### config.mk
export PLATFORM = sky130hd
export DESIGN_NAME = fc_out_streamer
export DESIGN_NICKNAME = d
export VERILOG_FILES = /design/src/rtl/fc_out_streamer.sv
export SDC_FILE = /design/constraint.sdc
export NUM_CORES = 1
export LEC_CHECK = 0
export CAP_MARGIN = 10
export CORE_UTILIZATION = 57
export DETAILED_ROUTE_END_ITERATION = 8
export PLACE_DENSITY_LB_ADDON = 0.08
export SLEW_MARGIN = 20
export SYNTH_ARGS = -nofsm -noshare
export SYNTH_HDL_FRONTEND = slang
export SYNTH_SLANG_ARGS = --single-unit
### constraint.sdc
create_clock -name clk -period 5.8 [get_ports clk]
set_clock_uncertainty 0.15 [all_clocks]
set_input_delay 1.16 -clock clk [delete_from_list [all_inputs] [get_ports clk]]
set_output_delay 1.16 -clock clk [all_outputs]
set_load 0.05 [all_outputs]
### src/rtl/fc_out_streamer.sv
// Streams the FC output buffer to the next stage over valid/ready with a 2-entry
// skid FIFO, and tracks the running argmax of the words handed off.
//
// state  | meaning
// IDLE   | waiting for the first start after reset
// STREAM | issuing RAM reads under the FIFO credit rule
// DRAIN  | all reads issued, emptying the FIFO
// DONE   | last word transferred, argmax final; start re-arms
module fc_out_streamer #(
    parameter int DATA_WIDTH  = 16,
    parameter int NUM_ENTRIES = 120,
    parameter int ADDR_WIDTH  = 7
) (
    input  logic                  clk,
    input  logic                  rst,
    input  logic                  start,
    output logic                  rd_en,
    output logic [ADDR_WIDTH-1:0] rd_addr,
    input  logic [DATA_WIDTH-1:0] rd_data,
    output logic                  m_valid,
    input  logic                  m_ready,
    output logic [DATA_WIDTH-1:0] m_data,
    output logic [ADDR_WIDTH-1:0] m_index,
    output logic                  m_last,
    output logic                  busy,
    output logic                  done,
    output logic [ADDR_WIDTH-1:0] max_index,
    output logic [DATA_WIDTH-1:0] max_value
);

    typedef enum logic [1:0] {
        IDLE   = 2'd0,
        STREAM = 2'd1,
        DRAIN  = 2'd2,
        DONE   = 2'd3
    } state_t;

    localparam logic [ADDR_WIDTH-1:0] LAST_ADDR = ADDR_WIDTH'(NUM_ENTRIES - 1);

    state_t state;
    state_t state_next;

    logic                  start_run;
    logic                  inflight;
    logic [ADDR_WIDTH-1:0] inflight_addr;

    logic [DATA_WIDTH-1:0] fifo_data  [2];
    logic [ADDR_WIDTH-1:0] fifo_index [2];
    logic                  fifo_last  [2];
    logic                  wr_ptr;
    logic                  rd_ptr;
    logic [1:0]            count;

    logic                  push;
    logic                  pop;
    logic [2:0]            credit;

    assign push    = inflight;
    assign m_valid = (count != 2'd0);
    assign pop     = m_valid & m_ready;
    assign m_data  = fifo_data[rd_ptr];
    assign m_index = fifo_index[rd_ptr];
    assign m_last  = fifo_last[rd_ptr];
    assign busy    = (state == STREAM) || (state == DRAIN);
    assign done    = (state == DONE);

    // Slots committed once this cycle's pop and the in-flight read land.
    assign credit = 3'(count) + 3'(inflight) - 3'(pop);

    always_ff @(posedge clk) begin
        if (rst) begin
            state <= IDLE;
        end else begin
            state <= state_next;
        end
    end

    always_comb begin
        state_next = state;
        rd_en      = 1'b0;
        start_run  = 1'b0;
        case (state)
            IDLE: begin
                if (start) begin
                    start_run  = 1'b1;
                    state_next = STREAM;
                end
            end
            STREAM: begin
                if (credit < 3'd2) begin
                    rd_en = 1'b1;
                    if (rd_addr == LAST_ADDR) begin
                        state_next = DRAIN;
                    end
                end
            end
            DRAIN: begin
                if (pop && m_last) begin
                    state_next = DONE;
                end
            end
            DONE: begin
                if (start) begin
                    start_run  = 1'b1;
                    state_next = STREAM;
                end
            end
            default: begin
                state_next = IDLE;
            end
        endcase
    end

    always_ff @(posedge clk) begin
        if (rst) begin
            rd_addr       <= '0;
            inflight      <= 1'b0;
            inflight_addr <= '0;
        end else begin
            inflight <= rd_en;
            if (rd_en) begin
                inflight_addr <= rd_addr;
            end
            if (start_run) begin
                rd_addr <= '0;
            end else if (rd_en && (rd_addr != LAST_ADDR)) begin
                rd_addr <= rd_addr + 1'b1;
            end
        end
    end

    always_ff @(posedge clk) begin
        if (rst) begin
            wr_ptr <= 1'b0;
            rd_ptr <= 1'b0;
            count  <= 2'd0;
            for (int i = 0; i < 2; i++) begin
                fifo_data[i]  <= '0;
                fifo_index[i] <= '0;
                fifo_last[i]  <= 1'b0;
            end
        end else begin
            if (push) begin
                fifo_data[wr_ptr]  <= rd_data;
                fifo_index[wr_ptr] <= inflight_addr;
                fifo_last[wr_ptr]  <= (inflight_addr == LAST_ADDR);
                wr_ptr             <= ~wr_ptr;
            end
            if (pop) begin
                rd_ptr <= ~rd_ptr;
            end
            case ({push, pop})
                2'b10:   count <= count + 2'd1;
                2'b01:   count <= count - 2'd1;
                default: count <= count;
            endcase
        end
    end

    // Index 0 loads unconditionally; strict compare keeps the lower index on ties.
    always_ff @(posedge clk) begin
        if (rst) begin
            max_index <= '0;
            max_value <= '0;
        end else if (start_run) begin
            max_index <= '0;
            max_value <= '0;
        end else if (pop) begin
            if ((m_index == '0) || ($signed(m_data) > $signed(max_value))) begin
                max_index <= m_index;
                max_value <= m_data;
            end
        end
    end

endmodule
Word level (Yosys, flattened, before mapping)
Memory sizes are Yosys's and may differ from the RTL's. A register that Yosys moved wholly into a read port is not among the register bits.
Index checks and enable logic that the tools add are counted.
- input port bits: 20
- memories kept: 3
- word-level logic and storage cells: 79
- bits in writable memories: 48
- output and inout bits: 58
- register bits after elaboration: 44
- $add $sub $neg: 5
- equal/unequal tests: 12
- bitwise operators: 3
- mux-type cells: 30
- reduce and logical (&&, ||, !) cells: 15
- magnitude comparators: 2
- memories (name ; words ; width ; read ports ; clocked after Yosys merged registers in ; write ports ; RTL line ; source):
    fifo_data ; 2 ; 16 ; 1 ; 1 ; 2 ; 47 ; logic [DATA_WIDTH-1:0] fifo_data [2];
    fifo_index ; 2 ; 7 ; 1 ; 1 ; 2 ; 48 ; logic [ADDR_WIDTH-1:0] fifo_index [2];
    fifo_last ; 2 ; 1 ; 1 ; 1 ; 2 ; 49 ; logic fifo_last [2];
- operator list (kind ; count):
    2-to-1 mux 1 bit ; 22
    greater-than comparator 16 bit ; 1
    2-to-1 mux 16 bit ; 1
    OR reduction 16 bit ; 1
    equality test 7 bit, second input constant ; 2
    2-to-1 mux 2 bit ; 4
    != test 2 x 1 -> 1 bit, second input constant ; 4
    adder 7 x 1 -> 7 bit, second input constant ; 1
    zero test 7 bit ; 1
    2-to-1 mux 7 bit ; 1
    != test 7 bit, second input constant ; 1
    OR reduction 7 bit ; 1
    equality test 2 bit, second input constant ; 3
    one-hot mux 2 bit (3 select lines) ; 1
    equality test 2 x 1 -> 1 bit, second input constant ; 2
    one-hot mux 2 bit (2 select lines) ; 1
    AND reduction 4 bit ; 1
    nonzero test 2 bit ; 2
    OR reduction 2 bit ; 2
    adder 2 x 1 -> 3 bit ; 1
    < comparator 3 x 2 -> 1 bit, second input constant ; 1
    subtractor 3 x 1 -> 3 bit ; 1
    adder 2 x 1 -> 2 bit, second input constant ; 1
    logical AND 1 bit ; 2
    7 further kinds ; 9

Longest topological paths before layout
Gate-level depths: netlist of the first run.
- depth after elaboration: 7
- mapped depth: 14
- gate-level depth less buffers: 14

Least setup slack after synthesis of the first run
No wires, ideal clock.
- kind: input port to output port
- start: in m_ready
- end: out rd_en
- path slack: 1.600 ns
- cell stages on the path: 9
- path buffers: 0
- data arrival time: 2.890 ns
- required time: 4.490 ns
- path through: nand2_1 -> inv_1 -> ha_1 -> nor2_1 -> fa_1 -> xnor2_1 -> nor2_1 -> nand2_1 -> clkinv_1
- word-level cells in the longest chain between the ends: 5
- ends and longest elaborated chain (element ; RTL line ; source):
    start: declaration ; 21 ; input logic m_ready,
    AND 1 bit ; 60 ; assign pop = m_valid & m_ready;
    named net pop ; 55 ; logic pop;
    subtractor 3 x 1 -> 3 bit ; 68 ; assign credit = 3'(count) + 3'(inflight) - 3'(pop);
    < comparator 3 x 2 -> 1 bit ; 90 ; if (credit < 3'd2) begin
    2-to-1 mux 1 bit ; 90 ;
    2-to-1 mux 1 bit ; 82 ; case (state)
    end: declaration ; 17 ; output logic rd_en,
The timed path passes the listed nets, and every way through them passes these cells.

Final worst setup path of the first run
Same ends and word-level chain as after synthesis.

==> results of run 1 <==
per-stage QoR:
stage,area [µm²],cells,hold WS [ps],power (mW),setup WS [ps]
after global routing,5460,590,347.4,2.191,266.0
after floorplan,4453,409,299.0,1.475,1600
after detailed placement,5291,574,305.5,1.721,441.4
after CTS,5460,590,324.0,2.096,429.0
after global placement,5291,574,291.5,1.699,529.1
final,5460,590,325.3,2.083,438.8
cells in the mapped netlist, types with 7 or more instances:
library cell / count
mux2_2: 18
nor2_1: 16
and2_1: 47
ha_1: 23
a211oi_1: 7
clkbuf_1: 12
mux2i_1: 23
inv_1: 29
dfxtp_1: 45
nand4_1: 8
nand2_1: 58
a21oi_1: 22
edfxtp_1: 48
area by class of cell:
cell class              count  area [µm²]  area share, %
inverters                  30       112.6          2.062
repair buffers             82       808.3          14.80
multi-input cells         270        1904          34.88
clock inverters             5       37.54         0.6874
well taps                  99       123.9          2.269
flip-flops and latches     93        2342          42.90
clock buffers              11       131.4          2.406
layer usage:
metal / track usage, % / wire [µm] / vias up
met2: 41.22 / 4603 / 74
li1: - / - / 1556
met5: 0 / 0 / -
met3: 2.609 / 307 / 8
met4: 8.737 / 115 / 0
met1: 28.73 / 3875 / 1524
tightest hold or removal path, stage by stage (launching register included):
cell and delay, ps:
dfxtp_1 320, nand2_1 60, mux2i_1 60
power breakdown:
group	total (mW)	switching, mW	internal (mW)
clock network	0.380	0.223	0.157
registers	0.813	0.0514	0.762
logic	0.889	0.565	0.324
sequential cells by signal (all words and copies together) (netlist names), named ones only:
name and cells:
fifo_index 14, fifo_data 32, inflight 1, max_value 16
fifo_last 2, inflight_addr 7, count 2, rd_ptr 1
rd_addr 7, wr_ptr 1, max_index 7, state 2
how the worst max path moves through the flow:
stage	startpoint	endpoint	slack (ps)	depth (start not counted)
2_1_floorplan	m_ready	rd_en	1600	9
5_1_grt	m_ready	rd_en	270	10
3_3_place_gp	m_ready	rd_en	530	10
6_report	m_ready	rd_en	440	10
3_5_place_dp	m_ready	rd_en	440	10
4_1_cts	m_ready	rd_en	430	10
kinds of logic (layout without fill, tap and decap cells):
| family | count (synthesis) | after routing |
|---|---|---|
| AOI/OAI and AO/OA | 42 | 42 |
| xor gates and xnor gates | 10 | 10 |
| adders and majority gates | 24 | 24 |
| buffers and inverters | 46 | 128 |
| DFF | 93 | 93 |
| muxes | 43 | 43 |
| and+or+nand+nor | 151 | 151 |
==> flow_summary_export.csv, run 1 <==
group,metric,value,unit
setup_path,cp_top_family,"buffers and inverters",
setup_path,cp-end-kind,"output pin",
finish,antenna_cells,0,
timing,hold_viol_final,0,
setup_path,cpMaxStageDelayCell,"clkdlybuf4s50_1",
clocking,clockRootBuffer,"clkbuf_8",
global_route,grt_pass1_wl,14760,µm
clocking,ctsHoldBuffers,0,
drt,vias_per_cell,5.359,
timing,min_period,5361,ps
clocking,cts_made_buffers,9,
logic_synthesis,synth_top_area_cell,"edfxtp_1",
clocking,cts-resized-gates,0,
global_route,grt_max_degree,37,
setup_path,worstPathRequired,4490,ps
setup_path,r2r_slack,1130,ps
placement,gp_congestion,0.8545,
global_route,grt_pass1_vias,3076,
floorplanning,start_util,60.11,%
pwr,power_density,381.4,mW/mm²
logic_synthesis,syn_nets,453,
setup_path,cp_num_buf_inv,4,
clocking,clockBufferDepth,2,
finish,layout_common_cells,"clkdlybuf4s50_1, nand2_1, edfxtp_1, and2_1, dfxtp_1",
finish,final_util,73.70,%
setup_path,arrival,4050,ps
clocking,cts_tree,"done",
setup_path,cpPeakStageDelay,830,ps
floorplanning,dieArea,0.008169,mm²
drt,drt_first_pass_iters,5,
worst_hold_path,min_from,"max_index[0]",
timing,final_max_slew_viol_count,0,
timing,rsz0062_at_grt,"false",
pwr,power.leakage,1.986,nW
pwr,ir_drop,0.0003509,V
drt,routed_wl,8902,µm
logic_synthesis,netlist_instances,409,
drt,drtIter0Drc,132,
finish,layout-drive-gt1-share,9.369,%
setup_path,startpoint_type,"input port",
outcome,status,"finished clean",
timing,tightest_slew,1043,ps
timing,relSlewSlack,30.39,%
floorplanning,fp.dieH,90.39,µm
floorplanning,die_w,90.39,µm
logic_synthesis,netlist_area,0.004453,mm²
logic_synthesis,yosys.area_share.adder,6.912,%
finish,layout_commonest_cell,"clkdlybuf4s50_1",
worst_hold_path,whs_endpoint,"max_index[0]",
setup_path,worstPathCellList,"clkdlybuf4s50_1 > nand2_1 > inv_1 > ha_1 > nor2_1 > fa_1 > nor2_1 > nand2_1 > clkinv_1 > clkdlybuf4s50_1",
clocking,cts_setup_buffers,0,
finish,syn2layout_area_growth,22.62,%
drt,drc,0,
floorplanning,io_pins,78,
clocking,htreeDepth,3,
logic_synthesis,yosysTopAreaCellShare,32.37,%
drt,wire_per_inst,15.09,µm
finish,nets,530,
worst_hold_path,whs_path_depth,2,
placement,port_buffers,77,
global_route,grt_antenna_before_repair,0,
setup_path,cp_max_fo,10,
setup_path,rr_worst_depth,11,
timing,setup-tns-final,0,ps
drt,route.vias.total,3162,
logic_synthesis,synth-simple-area-share,17.34,%
logic_synthesis,ys_seq_area_share,52.60,%
clocking,clkLatencyLatePin,350,ps
finish,fillers,556,
logic_synthesis,synth_xor_area_share,1.967,%
logic_synthesis,synth-seq-cells,93,
floorplanning,num_rows,31,
timing,post-route-period-util,92.44,%
clocking,path_clk_slew,80,ps
logic_synthesis,synth.area.mux_share,10.56,%
placement,dpl.hpwl,6440,µm
floorplanning,core,0.007408,mm²
timing,fmax,186.5,MHz
logic_synthesis,synth_top_family_by_area,"simple AND/OR/NAND/NOR gates",
logic_synthesis,ys_warn_count,0,
logic_synthesis,ys_async_sr_fraction,0,%
flow_run,max_cap_viol_count,0,
setup_path,r2r-end,"max_value[12]",
timing,finalSetupViolations,0,
clocking,clkSinkCount,93,
setup_path,crit_type,"input port to output pin",
worst_hold_path,hp-class,"flip-flop to flip-flop",
logic_synthesis,synth-compound-area-share,5.676,%
global_route,grt-ovfl-total,0,
logic_synthesis,yosysUniqueCellTypes,42,
logic_synthesis,syn_area_per_cell,10.89,µm²
drt,ant_nets,0,
logic_synthesis,synthFlopType,"edfxtp_1",
logic_synthesis,synth_edf_count,48,
logic_synthesis,synth_area_leaders,"edfxtp_1, dfxtp_1, and2_1, ha_1, mux2i_1",
global_route,track_usage,23.11,%
No activity file was read; power rests on OpenSTA's default activity.
==> run 2, diff against run 1 <==
- CAP_MARGIN: 10 -> 25
- CORE_UTILIZATION: 57 -> 48
- SLEW_MARGIN: 20 -> 15
- clock period: 5.8 -> 4.7 ns (I/O delays scaled with it)
==> run 2 against run 1 <==
  * The flow now finishes with violations (DRC)
  * Worst hold slack got worse by 13 ps
  * Largest cell class unchanged
  * Routed wire length grew 3.0%
  * Utilization shrank 11 points
  * Combinational power grew 26%
  * Critical path depth up 1
  * First-iteration DRC count fell by 24%
  * Non-clock buffer count up 1
  * Cell area grew 0.94%
  * Count of clock-buffer cells in the layout unchanged
==> flow_summary_export.csv, run 2 (same netlist as run 1, synthesis figures left out) <==
group,metric,value,unit
outcome,status,"finished, violations left",
outcome,violations,"DRC",
finish,instances_no_fill,600,
timing,min_period,4410,ps
finish,reg.largest.list,"fifo_data: 32 flops, max_value: 16 flops, fifo_index: 14 flops",
timing,relSlewSlack,41.51,%
finish,largest_reg_flops,32,
clocking,cts_tree,"done",
setup_path,arrival,3320,ps
global_route,grt.busiest_layer,"met2",
setup_path,cp-end-kind,"output pin",
finish,layout_common_cells,"clkdlybuf4s50_1, nand2_1, edfxtp_1, and2_1, dfxtp_1",
floorplanning,die_w,98.32,µm
finish,layout-drive-gt1-share,9.756,%
clocking,cts_made_buffers,9,
setup_path,crit_type,"input port to output pin",
timing,finalSetupViolations,0,
setup_path,cpPeakStageDelay,400,ps
setup_path,startpoint_type,"input port",
global_route,met2_usage,34.29,%
drt,drc,4,
floorplanning,fp.dieH,98.32,µm
setup_path,cp_max_fo,10,
global_route,use_met3,2.935,%
pwr,ir_drop,0.0004059,V
floorplanning,num_rows,34,
timing,hold_viol_final,0,
drt,wire_per_inst,15.28,µm
drt,vias_per_cell,5.238,
placement,gp_congestion,0.8575,
placement,port_buffers,77,
drt,drtIter0Drc,100,
timing,fmax,226.8,MHz
global_route,grt_pass1_vias,3064,
setup_path,r2r_slack,800,ps
setup_path,rr_worst_depth,10,
finish,antenna_cells,0,
timing,tightest_slew,876.2,ps
setup_path,worstPathCellList,"clkdlybuf4s50_1 > nand2_1 > inv_1 > ha_1 > nor2_1 > fa_1 > xnor2_1 > nor2_1 > nand2_1 > clkinv_1 > buf_12",
global_route,grt-ovfl-total,0,
drt,drt_first_pass_iters,8,
setup_path,worstPathRequired,3610,ps
clocking,clkLatencyLatePin,360,ps
clocking,cts-resized-gates,0,
clocking,cts_setup_buffers,0,
setup_path,worstSetupStartpoint,"m_ready",
timing,final_max_slew_viol_count,0,
timing,post-route-period-util,93.83,%
floorplanning,start_util,50.33,%
clocking,clockRootBuffer,"clkbuf_8",
pwr,power_density,480.6,mW/mm²
setup_path,crit_end,"rd_en",
finish,final_util,62.29,%
clocking,clkSinkCount,93,
drt,routed_wl,9165,µm
global_route,grt_util_met1,26.50,%
global_route,grt_pass1_wl,15190,µm
placement,dpl.cell_count,584,
floorplanning,core,0.008848,mm²
floorplanning,io_pins,78,
placement,dpl.hpwl,6494,µm
finish,syn2layout_area_growth,23.77,%
clocking,clockBufferDepth,2,
global_route,grt_max_degree,37,
finish,layout_commonest_cell,"clkdlybuf4s50_1",
drt,route.vias.total,3143,
timing,setup-tns-final,0,ps
worst_hold_path,hp-class,"flip-flop to flip-flop",
setup_path,cpMaxStageDelayCell,"clkdlybuf4s50_1",
pwr,power.leakage,2.010,nW
clocking,path_clk_slew,90,ps
finish,top_register,"fifo_data",
floorplanning,dieArea,0.009666,mm²
setup_path,r2r-end,"max_value[10]",
flow_run,max_cap_viol_count,0,
global_route,track_usage,20.47,%
clocking,htreeDepth,3,
drt,ant_nets,0,
timing,rsz0062_at_grt,"false",
finish,nets,531,
clocking,ctsHoldBuffers,0,
global_route,grt_antenna_before_repair,0,
run 2: cell count changes in the layout (fill, tap and decap cells not counted), sizes merged:
cell	before	now
bufinv	0	1
buf	5	7
inv	29	30
clkdlybuf4s50	77	76
clkinvlp	2	1
clkinv	4	3
run 2: how the worst min path moves through the flow:
stage | startpoint | endpoint | slack [ps] | cells past startpoint
2_1_floorplan | inflight_addr[5] | inflight_addr[5] | 300 | 2
3_5_place_dp | max_index[0] | max_index[0] | 300 | 2
6_report | max_index[0] | max_index[0] | 310 | 2
5_1_grt | max_index[1] | max_index[1] | 340 | 2
3_3_place_gp | max_index[0] | max_index[0] | 290 | 2
4_1_cts | max_index[0] | max_index[0] | 320 | 2
run 2: cell type report:
cell class	count	area, µm²
fillers	760	3337
clock inverters	5	60.06
clock buffers	11	131.4
flip-flops and latches	93	2342
inverters	30	112.6
multi-input cells	270	1904
well taps	108	135.1
repair buffers	83	825.8
run 2: critical path, delay by kind of cell:
kind / cells / cell delay (ps)
xor gates and xnor gates: 1 / 140
and+or+nand+nor: 4 / 460
buffers and inverters: 4 / 1110
adders and majority gates: 2 / 670
run 2: report_power, final:
part | switching, mW | internal [mW]
Clock | 0.281 | 0.248
Sequential | 0.0601 | 0.939
Combinational | 0.710 | 0.410
Total | 1.05 | 1.60
run 2: routing by layer:
layer / share of wire [%] / vias up
met5: 0 / -
met4: 2.0 / 0
met3: 3.0 / 15
met2: 48 / 57
met1: 47 / 1510
li1: - / 1561
run 2: stage by stage:
| stage | worst slack, ps | hold slack (ps) | power [mW] | instance area (µm²) |
|---|---|---|---|---|
| 2_1_floorplan | 838.5 | 299.0 | 1.820 | 4453 |
| 3_3_place_gp | 389.5 | 293.9 | 2.123 | 5320 |
| 3_5_place_dp | 296.7 | 303.9 | 2.142 | 5320 |
| 4_1_cts | 286.9 | 316.7 | 2.671 | 5512 |
| 5_1_grt | 59.26 | 343.3 | 2.793 | 5512 |
| 6_report | 290.0 | 312.7 | 2.649 | 5512 |
